--- src/rtl/mat_port_arbiter_if.sv ---
// Producer/allocator/storage signal bundle for mat_port_arbiter.
// The slave modport is the arbiter's view; master is the environment's view.
interface mat_port_arbiter_if #(
    parameter int unsigned N_REQ  = 3,
    parameter int unsigned ID_W   = 7,
    parameter int unsigned DIM_W  = 4,
    parameter int unsigned DATA_W = 32
);
    logic [N_REQ-1:0]        sess_req;
    logic [N_REQ-1:0]        sess_gnt;
    logic [N_REQ-1:0]        own_alloc_req;
    logic [N_REQ*DIM_W-1:0]  own_m;
    logic [N_REQ*DIM_W-1:0]  own_n;
    logic [N_REQ-1:0]        own_alloc_done;
    logic [N_REQ-1:0]        own_alloc_err;
    logic [ID_W-1:0]         alloc_id_out;
    logic [N_REQ-1:0]        own_we;
    logic [N_REQ*ID_W-1:0]   own_id;
    logic [N_REQ*DIM_W-1:0]  own_row;
    logic [N_REQ*DIM_W-1:0]  own_col;
    logic [N_REQ*DATA_W-1:0] own_data;
    logic                    alloc_req;
    logic [DIM_W-1:0]        alloc_m;
    logic [DIM_W-1:0]        alloc_n;
    logic                    alloc_valid;
    logic [ID_W-1:0]         alloc_id_in;
    logic                    mem_we;
    logic [ID_W-1:0]         mem_id;
    logic [DIM_W-1:0]        mem_row;
    logic [DIM_W-1:0]        mem_col;
    logic [DATA_W-1:0]       mem_data;
    logic                    bus_err;

    modport slave (
        input  sess_req, own_alloc_req, own_m, own_n, own_we, own_id, own_row, own_col,
               own_data, alloc_valid, alloc_id_in,
        output sess_gnt, own_alloc_done, own_alloc_err, alloc_id_out, alloc_req, alloc_m,
               alloc_n, mem_we, mem_id, mem_row, mem_col, mem_data, bus_err
    );

    modport master (
        output sess_req, own_alloc_req, own_m, own_n, own_we, own_id, own_row, own_col,
               own_data, alloc_valid, alloc_id_in,
        input  sess_gnt, own_alloc_done, own_alloc_err, alloc_id_out, alloc_req, alloc_m,
               alloc_n, mem_we, mem_id, mem_row, mem_col, mem_data, bus_err
    );
endinterface

--- src/rtl/mat_port_arbiter.sv ---
// Round-robin session arbiter sharing the matrix allocator and the storage write
// port between producers; sequences and times out each allocation handshake.
module mat_port_arbiter #(
    parameter int unsigned N_REQ         = 3,
    parameter int unsigned ID_W          = 7,
    parameter int unsigned DIM_W         = 4,
    parameter int unsigned DATA_W        = 32,
    parameter int unsigned ALLOC_TIMEOUT = 255
) (
    input  logic              clk,
    input  logic              rst,
    mat_port_arbiter_if.slave bus
);
    localparam int unsigned IDX_W = (N_REQ > 1) ? $clog2(N_REQ) : 1;
    localparam int unsigned TMR_W = $clog2(ALLOC_TIMEOUT);
    localparam logic [TMR_W-1:0] TMR_LAST = TMR_W'(ALLOC_TIMEOUT - 1);
    localparam logic [IDX_W-1:0] IDX_LAST = IDX_W'(N_REQ - 1);

    typedef enum logic [1:0] {S_IDLE, S_OWN, S_ALLOC_WAIT} state_t;

    typedef struct packed {
        logic [ID_W-1:0]   id;
        logic [DIM_W-1:0]  row;
        logic [DIM_W-1:0]  col;
        logic [DATA_W-1:0] data;
    } wr_t;

    state_t             state_q, state_d;
    logic [IDX_W-1:0]   owner_q, owner_d;
    logic [IDX_W-1:0]   last_q, last_d;
    logic [TMR_W-1:0]   timer_q, timer_d;
    logic [N_REQ-1:0]   gnt_q, gnt_d;
    logic [N_REQ-1:0]   done_q, done_d;
    logic [N_REQ-1:0]   err_q, err_d;
    logic [ID_W-1:0]    aid_q, aid_d;
    logic               areq_q, areq_d;
    logic [DIM_W-1:0]   am_q, am_d;
    logic [DIM_W-1:0]   an_q, an_d;
    logic               we_q, we_d;
    wr_t                wr_q, wr_d;
    logic               berr_q, berr_d;

    logic [DIM_W-1:0]   m_arr [N_REQ];
    logic [DIM_W-1:0]   n_arr [N_REQ];
    wr_t                wr_arr [N_REQ];
    logic               pick_vld;
    logic [IDX_W-1:0]   pick_idx;
    logic               req_own;
    logic               wait_end;

    // Per-requester slices of the flattened payload buses
    for (genvar i = 0; i < int'(N_REQ); i++) begin : g_slice
        assign m_arr[i]  = bus.own_m[i*DIM_W +: DIM_W];
        assign n_arr[i]  = bus.own_n[i*DIM_W +: DIM_W];
        assign wr_arr[i] = '{id:   bus.own_id[i*ID_W +: ID_W],
                             row:  bus.own_row[i*DIM_W +: DIM_W],
                             col:  bus.own_col[i*DIM_W +: DIM_W],
                             data: bus.own_data[i*DATA_W +: DATA_W]};
    end

    assign req_own = bus.sess_req[owner_q];

    // Round-robin pick: scan downward from the farthest slot so the nearest after last_q wins
    always_comb begin : rr_pick
        logic [IDX_W-1:0] cand;
        pick_vld = 1'b0;
        pick_idx = '0;
        cand     = '0;
        for (int k = int'(N_REQ); k >= 1; k--) begin
            cand = IDX_W'((32'(last_q) + 32'(k)) % N_REQ);
            if (bus.sess_req[cand]) begin
                pick_vld = 1'b1;
                pick_idx = cand;
            end
        end
    end

    always_comb begin : next_state
        state_d  = state_q;
        owner_d  = owner_q;
        last_d   = last_q;
        timer_d  = timer_q;
        gnt_d    = gnt_q;
        done_d   = '0;
        err_d    = '0;
        aid_d    = aid_q;
        areq_d   = 1'b0;
        am_d     = am_q;
        an_d     = an_q;
        wait_end = 1'b0;

        // Write path follows the grant register; non-owner strobes are flagged and dropped
        we_d   = |(gnt_q & bus.own_we);
        wr_d   = we_d ? wr_arr[owner_q] : wr_q;
        berr_d = |((bus.own_we | bus.own_alloc_req) & ~gnt_q);

        case (state_q)
            S_IDLE: begin
                if (pick_vld) begin
                    owner_d = pick_idx;
                    gnt_d   = N_REQ'(1) << pick_idx;
                    state_d = S_OWN;
                end
            end
            S_OWN: begin
                if (!req_own) begin
                    gnt_d   = '0;
                    last_d  = owner_q;
                    state_d = S_IDLE;
                end else if (bus.own_alloc_req[owner_q]) begin
                    areq_d  = 1'b1;
                    am_d    = m_arr[owner_q];
                    an_d    = n_arr[owner_q];
                    timer_d = '0;
                    state_d = S_ALLOC_WAIT;
                end
            end
            S_ALLOC_WAIT: begin
                if (bus.alloc_valid) begin
                    aid_d    = bus.alloc_id_in;
                    done_d   = gnt_q;
                    wait_end = 1'b1;
                end else if (timer_q == TMR_LAST) begin
                    err_d    = gnt_q;
                    wait_end = 1'b1;
                end else begin
                    timer_d = timer_q + 1'b1;
                end
                if (wait_end) begin
                    if (req_own) begin
                        state_d = S_OWN;
                    end else begin
                        gnt_d   = '0;
                        last_d  = owner_q;
                        state_d = S_IDLE;
                    end
                end
            end
            default: begin
                gnt_d   = '0;
                state_d = S_IDLE;
            end
        endcase
    end

    always_ff @(posedge clk or posedge rst) begin
        if (rst) begin
            state_q <= S_IDLE;
            owner_q <= '0;
            last_q  <= IDX_LAST;
            timer_q <= '0;
            gnt_q   <= '0;
            done_q  <= '0;
            err_q   <= '0;
            aid_q   <= '0;
            areq_q  <= 1'b0;
            am_q    <= '0;
            an_q    <= '0;
            we_q    <= 1'b0;
            wr_q    <= '0;
            berr_q  <= 1'b0;
        end else begin
            state_q <= state_d;
            owner_q <= owner_d;
            last_q  <= last_d;
            timer_q <= timer_d;
            gnt_q   <= gnt_d;
            done_q  <= done_d;
            err_q   <= err_d;
            aid_q   <= aid_d;
            areq_q  <= areq_d;
            am_q    <= am_d;
            an_q    <= an_d;
            we_q    <= we_d;
            wr_q    <= wr_d;
            berr_q  <= berr_d;
        end
    end

    assign bus.sess_gnt       = gnt_q;
    assign bus.own_alloc_done = done_q;
    assign bus.own_alloc_err  = err_q;
    assign bus.alloc_id_out   = aid_q;
    assign bus.alloc_req      = areq_q;
    assign bus.alloc_m        = am_q;
    assign bus.alloc_n        = an_q;
    assign bus.mem_we         = we_q;
    assign bus.mem_id         = wr_q.id;
    assign bus.mem_row        = wr_q.row;
    assign bus.mem_col        = wr_q.col;
    assign bus.mem_data       = wr_q.data;
    assign bus.bus_err        = berr_q;
endmodule

--- src/flat_wrapper.sv ---
// flat-port wrapper written by rule: the top's interface ports become plain ports
module mat_port_arbiter_flat 
#(
    parameter int unsigned N_REQ         = 3,
    parameter int unsigned ID_W          = 7,
    parameter int unsigned DIM_W         = 4,
    parameter int unsigned DATA_W        = 32,
    parameter int unsigned ALLOC_TIMEOUT = 255
)
  (clk, rst, bus_sess_req, bus_own_alloc_req, bus_own_m, bus_own_n, bus_own_we, bus_own_id, bus_own_row, bus_own_col, bus_own_data, bus_alloc_valid, bus_alloc_id_in, bus_sess_gnt, bus_own_alloc_done, bus_own_alloc_err, bus_alloc_id_out, bus_alloc_req, bus_alloc_m, bus_alloc_n, bus_mem_we, bus_mem_id, bus_mem_row, bus_mem_col, bus_mem_data, bus_bus_err);
  mat_port_arbiter_if #(.N_REQ(N_REQ), .ID_W(ID_W), .DIM_W(DIM_W), .DATA_W(DATA_W)) bus_i ();
  input  logic clk;
  input  logic rst;
  input wire logic [$bits(bus_i.sess_req)-1:0] bus_sess_req;
  input wire logic [$bits(bus_i.own_alloc_req)-1:0] bus_own_alloc_req;
  input wire logic [$bits(bus_i.own_m)-1:0] bus_own_m;
  input wire logic [$bits(bus_i.own_n)-1:0] bus_own_n;
  input wire logic [$bits(bus_i.own_we)-1:0] bus_own_we;
  input wire logic [$bits(bus_i.own_id)-1:0] bus_own_id;
  input wire logic [$bits(bus_i.own_row)-1:0] bus_own_row;
  input wire logic [$bits(bus_i.own_col)-1:0] bus_own_col;
  input wire logic [$bits(bus_i.own_data)-1:0] bus_own_data;
  input wire logic [$bits(bus_i.alloc_valid)-1:0] bus_alloc_valid;
  input wire logic [$bits(bus_i.alloc_id_in)-1:0] bus_alloc_id_in;
  output wire logic [$bits(bus_i.sess_gnt)-1:0] bus_sess_gnt;
  output wire logic [$bits(bus_i.own_alloc_done)-1:0] bus_own_alloc_done;
  output wire logic [$bits(bus_i.own_alloc_err)-1:0] bus_own_alloc_err;
  output wire logic [$bits(bus_i.alloc_id_out)-1:0] bus_alloc_id_out;
  output wire logic [$bits(bus_i.alloc_req)-1:0] bus_alloc_req;
  output wire logic [$bits(bus_i.alloc_m)-1:0] bus_alloc_m;
  output wire logic [$bits(bus_i.alloc_n)-1:0] bus_alloc_n;
  output wire logic [$bits(bus_i.mem_we)-1:0] bus_mem_we;
  output wire logic [$bits(bus_i.mem_id)-1:0] bus_mem_id;
  output wire logic [$bits(bus_i.mem_row)-1:0] bus_mem_row;
  output wire logic [$bits(bus_i.mem_col)-1:0] bus_mem_col;
  output wire logic [$bits(bus_i.mem_data)-1:0] bus_mem_data;
  output wire logic [$bits(bus_i.bus_err)-1:0] bus_bus_err;
  assign bus_i.sess_req = bus_sess_req;
  assign bus_i.own_alloc_req = bus_own_alloc_req;
  assign bus_i.own_m = bus_own_m;
  assign bus_i.own_n = bus_own_n;
  assign bus_i.own_we = bus_own_we;
  assign bus_i.own_id = bus_own_id;
  assign bus_i.own_row = bus_own_row;
  assign bus_i.own_col = bus_own_col;
  assign bus_i.own_data = bus_own_data;
  assign bus_i.alloc_valid = bus_alloc_valid;
  assign bus_i.alloc_id_in = bus_alloc_id_in;
  assign bus_sess_gnt = bus_i.sess_gnt;
  assign bus_own_alloc_done = bus_i.own_alloc_done;
  assign bus_own_alloc_err = bus_i.own_alloc_err;
  assign bus_alloc_id_out = bus_i.alloc_id_out;
  assign bus_alloc_req = bus_i.alloc_req;
  assign bus_alloc_m = bus_i.alloc_m;
  assign bus_alloc_n = bus_i.alloc_n;
  assign bus_mem_we = bus_i.mem_we;
  assign bus_mem_id = bus_i.mem_id;
  assign bus_mem_row = bus_i.mem_row;
  assign bus_mem_col = bus_i.mem_col;
  assign bus_mem_data = bus_i.mem_data;
  assign bus_bus_err = bus_i.bus_err;
  mat_port_arbiter #(.N_REQ(N_REQ), .ID_W(ID_W), .DIM_W(DIM_W), .DATA_W(DATA_W), .ALLOC_TIMEOUT(ALLOC_TIMEOUT)) u_core (.clk(clk), .rst(rst), .bus(bus_i));
endmodule
--- config.mk ---
export PLATFORM = sky130hd
export DESIGN_NAME = mat_port_arbiter_flat
export DESIGN_NICKNAME = d
export VERILOG_FILES = /design/src/rtl/mat_port_arbiter_if.sv /design/src/rtl/mat_port_arbiter.sv /design/src/flat_wrapper.sv
export SDC_FILE = /design/constraint.sdc
export NUM_CORES = 1
export LEC_CHECK = 0
export CAP_MARGIN = 25
export CORE_ASPECT_RATIO = 0.75
export CORE_MARGIN = 2
export CORE_UTILIZATION = 43
export CTS_BUF_LIST = sky130_fd_sc_hd__clkbuf_8 sky130_fd_sc_hd__clkbuf_16
export DETAILED_ROUTE_END_ITERATION = 12
export PLACE_DENSITY_LB_ADDON = 0.3
export SLEW_MARGIN = 20
export SYNTH_ARGS = -nofsm -noshare
export SYNTH_HDL_FRONTEND = slang
export SYNTH_SLANG_ARGS = --single-unit
--- constraint.sdc ---
create_clock -name clk -period 9.4 [get_ports clk]
set_input_delay 2.35 -clock clk [delete_from_list [all_inputs] [get_ports clk]]
set_output_delay 2.35 -clock clk [all_outputs]
set_load 0.03 [all_outputs]
==> Flow_metrics.wiki <==
{| class="wikitable"
! Metric !! Value
|-
| Sw Share || 44.4%
|-
| TritonCTS sink count || 88
|-
| Routed wl met3 || 1240 microns
|-
| Pin count of the biggest net entering global routing || 96
|-
| CTS tree || built
|-
| Total congestion overflow || 0
|-
| First-pass GRT wire length || 22,600 microns
|-
| Number of fill cells in the layout || 818
|-
| Routability congestion estimate || 0.831
|-
| Slew HR || 38.0%
|-
| Std cell rows || 33
|-
| Power share of the combinational group || 57.8%
|-
| Ys async rst share || 100%
|-
| Vias after detailed routing || 4,737
|-
| Netlist cell types || 44
|-
| Routed WL || 14,500 microns
|-
| Total nets after synthesis || 724
|-
| DRC viols || 0
|-
| Crit Path Category || in2reg
|-
| Library cell with the largest summed area after synthesis || sky130_fd_sc_hd__dfrtp_1
|-
| Startpoint class of the critical path || input port
|-
| Per-cell via count in the routed design || 5.18
|-
| Antenna violations before repair || 0
|-
| Total of cells resized after clock tree synthesis || 0
|-
| Length of the first detailed-routing pass in iterations || 4
|-
| Count of flip-flops with a built-in enable after synthesis || 0
|-
| Final setup skew || 7.54 ps
|-
| Final Hold Viols || 0
|-
| Post-layout util || 71.5%
|-
| Data required time at the worst endpoint || 9670 ps
|-
| Proportion of power drawn by the clock network || 14.1%
|-
| Setup repair after global routing missed its margin || false
|-
| Summed instance area of the synthesized netlist || 0.00485 sq mm
|-
| Final setup fails || 0
|-
| Critical path's slowest cell || sky130_fd_sc_hd__or4b_1
|-
| Initial DRC count || 156
|-
| Number of inserted diodes || 0
|-
| Clock root buffer || sky130_fd_sc_hd__clkbuf_16
|-
| Crit path arrival time || 4490 ps
|-
| Post-CTS Hold Fix Bufs || 0
|-
| P&R area growth vs syn || 61.7%
|-
| Cell Int Power || 1350 uW
|-
| Number of max-cap violations || 0
|-
| Floorplan die area || 0.0122 sq mm
|-
| Fraction of layout instances using a drive strength above 1 || 5.56%
|-
| Run status || finished clean
|-
| Critical path peak fanout || 11
|-
| Routed length on met1 || 5840 microns
|-
| Flip-flop cell with the highest count after synthesis || sky130_fd_sc_hd__dfrtp_1
|-
| Global Route Usage Sum || 23.2%
|-
| Vertical die dimension || 96.0 microns
|-
| Maximum root-to-sink buffer count || 2
|-
| Num ports || 258
|-
| Peak clock frequency supported by timing || 0.237 GHz
|-
| Number of buffers added by the clock tree synthesis step || 9
|-
| Placeable core region || 0.0110 sq mm
|-
| Fin crit share || 44.9%
|-
| Worst IR drop on VDD || 0.152 mV
|-
| Seq/Total Area, Yosys || 45.4%
|-
| Via count of the first global-routing pass || 4,713
|-
| Synthesized area per cell || 9.16 sq um
|-
| Max Transition Viols Final || 0
|-
| Largest stage delay on the critical path || 520 ps
|-
| Leading post-synthesis cells by cell area || sky130_fd_sc_hd__dfrtp_1, sky130_fd_sc_hd__mux2i_1, sky130_fd_sc_hd__a21oi_1, sky130_fd_sc_hd__nor2_1, sky130_fd_sc_hd__ha_1
|-
| Time the final worst path needs with I/O delays and setup || 4220 ps
|-
| Yosys top cell area share || 44.8%
|-
| Worst-Skew Late Latency || 330 ps
|-
| Clock-pin slew of the registers on the worst-case setup and hold paths || 60 ps
|-
| DIE WIDTH || 127 microns
|-
| Number of setup buffers added after CTS || 0
|-
| Top post-synthesis cells by count || sky130_fd_sc_hd__nor2_1, sky130_fd_sc_hd__a21oi_1, sky130_fd_sc_hd__dfrtp_1
|-
| Initial Utilization || 44.2%
|-
| Post-route ant nets || 0
|-
| Path class of the lowest-slack min-delay path || reg2reg
|-
| Detailed placement HPWL || 10,800 microns
|-
| Count of yosys warnings during synthesis || 0
|-
| Type of destination of the critical path || register
|-
| Total Nets Final || 963
|-
| Number of register bits inferred by synthesis || 88
|-
| Cell-by-cell trace of the critical path || clkdlybuf4s50_1, and2_1, a311oi_2, o211ai_1, buf_2, or4b_1, nand3_1
|-
| Max layer used || met4
|-
| Transition at the pin with the smallest max-transition slack || 930 ps
|-
| Cell area power density || 309 mW/mm^2
|-
| Count of input and output buffers || 257
|-
| Final-layout setup total negative slack || 0 ps
|-
| Net Switching || 1080 uW
|-
| Leakage || 0.00322 uW
|-
| Per-cell routed wire length || 15.8 microns
|-
| # H-tree levels || 3
|-
| Metal2 WL || 7200 microns
|-
| Instance count of the mapped netlist || 530
|-
| Most common cell in the netlist || sky130_fd_sc_hd__nor2_1
|-
| Overall power after layout || 2420 uW
|-
| Part of the power in registers || 28.2%
|}
## per-stage QoR
stage,hold slack [ps],setup slack [ps],cell area [sq um],std cells
4_1_cts,492,5150,7820,912
3_3_place_gp,470,4870,7500,895
5_1_grt,518,5080,7850,914
6_report,486,5180,7850,914
3_5_place_dp,478,4810,7520,896
2_1_floorplan,502,4770,4850,530
## routing by layer
metal	GRT usage (%)	vias up
met5	0	-
met4	5.68	0
met3	7.39	15
met2	42.0	191
met1	27.3	2206
li1	-	2325
## path summary, 6_finish.rpt
path,start,endpoint,slack [ps],cells past startpoint
min reg2reg,u_core.bus.alloc_n[1],u_core.bus.alloc_n[1],490,1
max in group asynchronous,rst,u_core.last_q[1],6230,4
min,u_core.bus.alloc_n[1],u_core.bus.alloc_n[1],490,1
max,bus_alloc_valid,u_core.timer_q[6],5180,7
min in group asynchronous,rst,u_core.bus.alloc_id_out[0],2480,3
max reg2reg,u_core.state_q[0],u_core.timer_q[6],6660,8
## layout make-up
class | instances | area [sq um] | area share [%]
tap | 140 | 175 | 2.23
sequential | 88 | 2210 | 28.1
multi-input combinational | 397 | 2480 | 31.6
inverter | 10 | 38.8 | 0.494
clock inverter | 5 | 40.0 | 0.510
clock buffer | 11 | 253 | 3.22
timing repair buffer | 263 | 2660 | 33.8
## worst max-delay path, delay by kind of cell
family / cells / cell delay [ps]
buf+inv: 2 / 700
simple gates: 3 / 910
compound gates: 2 / 530
## cell usage in the layout (no fill, tap or decap), types with 10 or more instances in the layout
cell / netlist / final
sky130_fd_sc_hd__dfrtp_1: 87 / 85
sky130_fd_sc_hd__mux2_2: 10 / 10
sky130_fd_sc_hd__o21ai_0: 15 / 15
sky130_fd_sc_hd__nand2_1: 27 / 26
sky130_fd_sc_hd__mux2i_1: 62 / 62
sky130_fd_sc_hd__nor2_1: 101 / 101
sky130_fd_sc_hd__nand3_1: 12 / 12
sky130_fd_sc_hd__clkdlybuf4s50_1: 0 / 257
sky130_fd_sc_hd__a21oi_1: 98 / 98
sky130_fd_sc_hd__ha_1: 10 / 10
## kinds of logic after synthesis
family	count (synthesis)	share of synthesized area, %
buf+inv	45	3.87
fa+ha+maj	10	2.58
mux	77	16.3
simple gates	170	15.7
compound gates	140	16.2
flops	88	45.4
## registers in the layout, indices dropped and copies added, names as in the netlist
register	flops
u_core.bus.mem_data	32
u_core.timer_q	8
u_core.bus.alloc_id_out	7
u_core.bus.mem_id	7
u_core.bus.alloc_m	4
u_core.bus.alloc_n	4
u_core.bus.mem_col	4
u_core.bus.mem_row	4
u_core.bus.own_alloc_done	3
u_core.bus.own_alloc_err	3
u_core.bus.sess_gnt	3
u_core.last_q	2
u_core.owner_q	2
u_core.state_q	2
u_core.bus.alloc_req	1
u_core.bus.bus_err	1
u_core.bus.mem_we	1
## power groups by stage
| stage | clock [uW] | combinational (uW) | sequential (uW) |
|---|---|---|---|
| after floorplan | 0 | 642 | 912 |
| after global placement | 0 | 1330 | 712 |
| after detailed placement | 0 | 1360 | 726 |
| after CTS | 351 | 1360 | 721 |
| after global routing | 365 | 1520 | 706 |
| final | 341 | 1400 | 683 |
No activity file was read; power rests on OpenSTA's default activity.
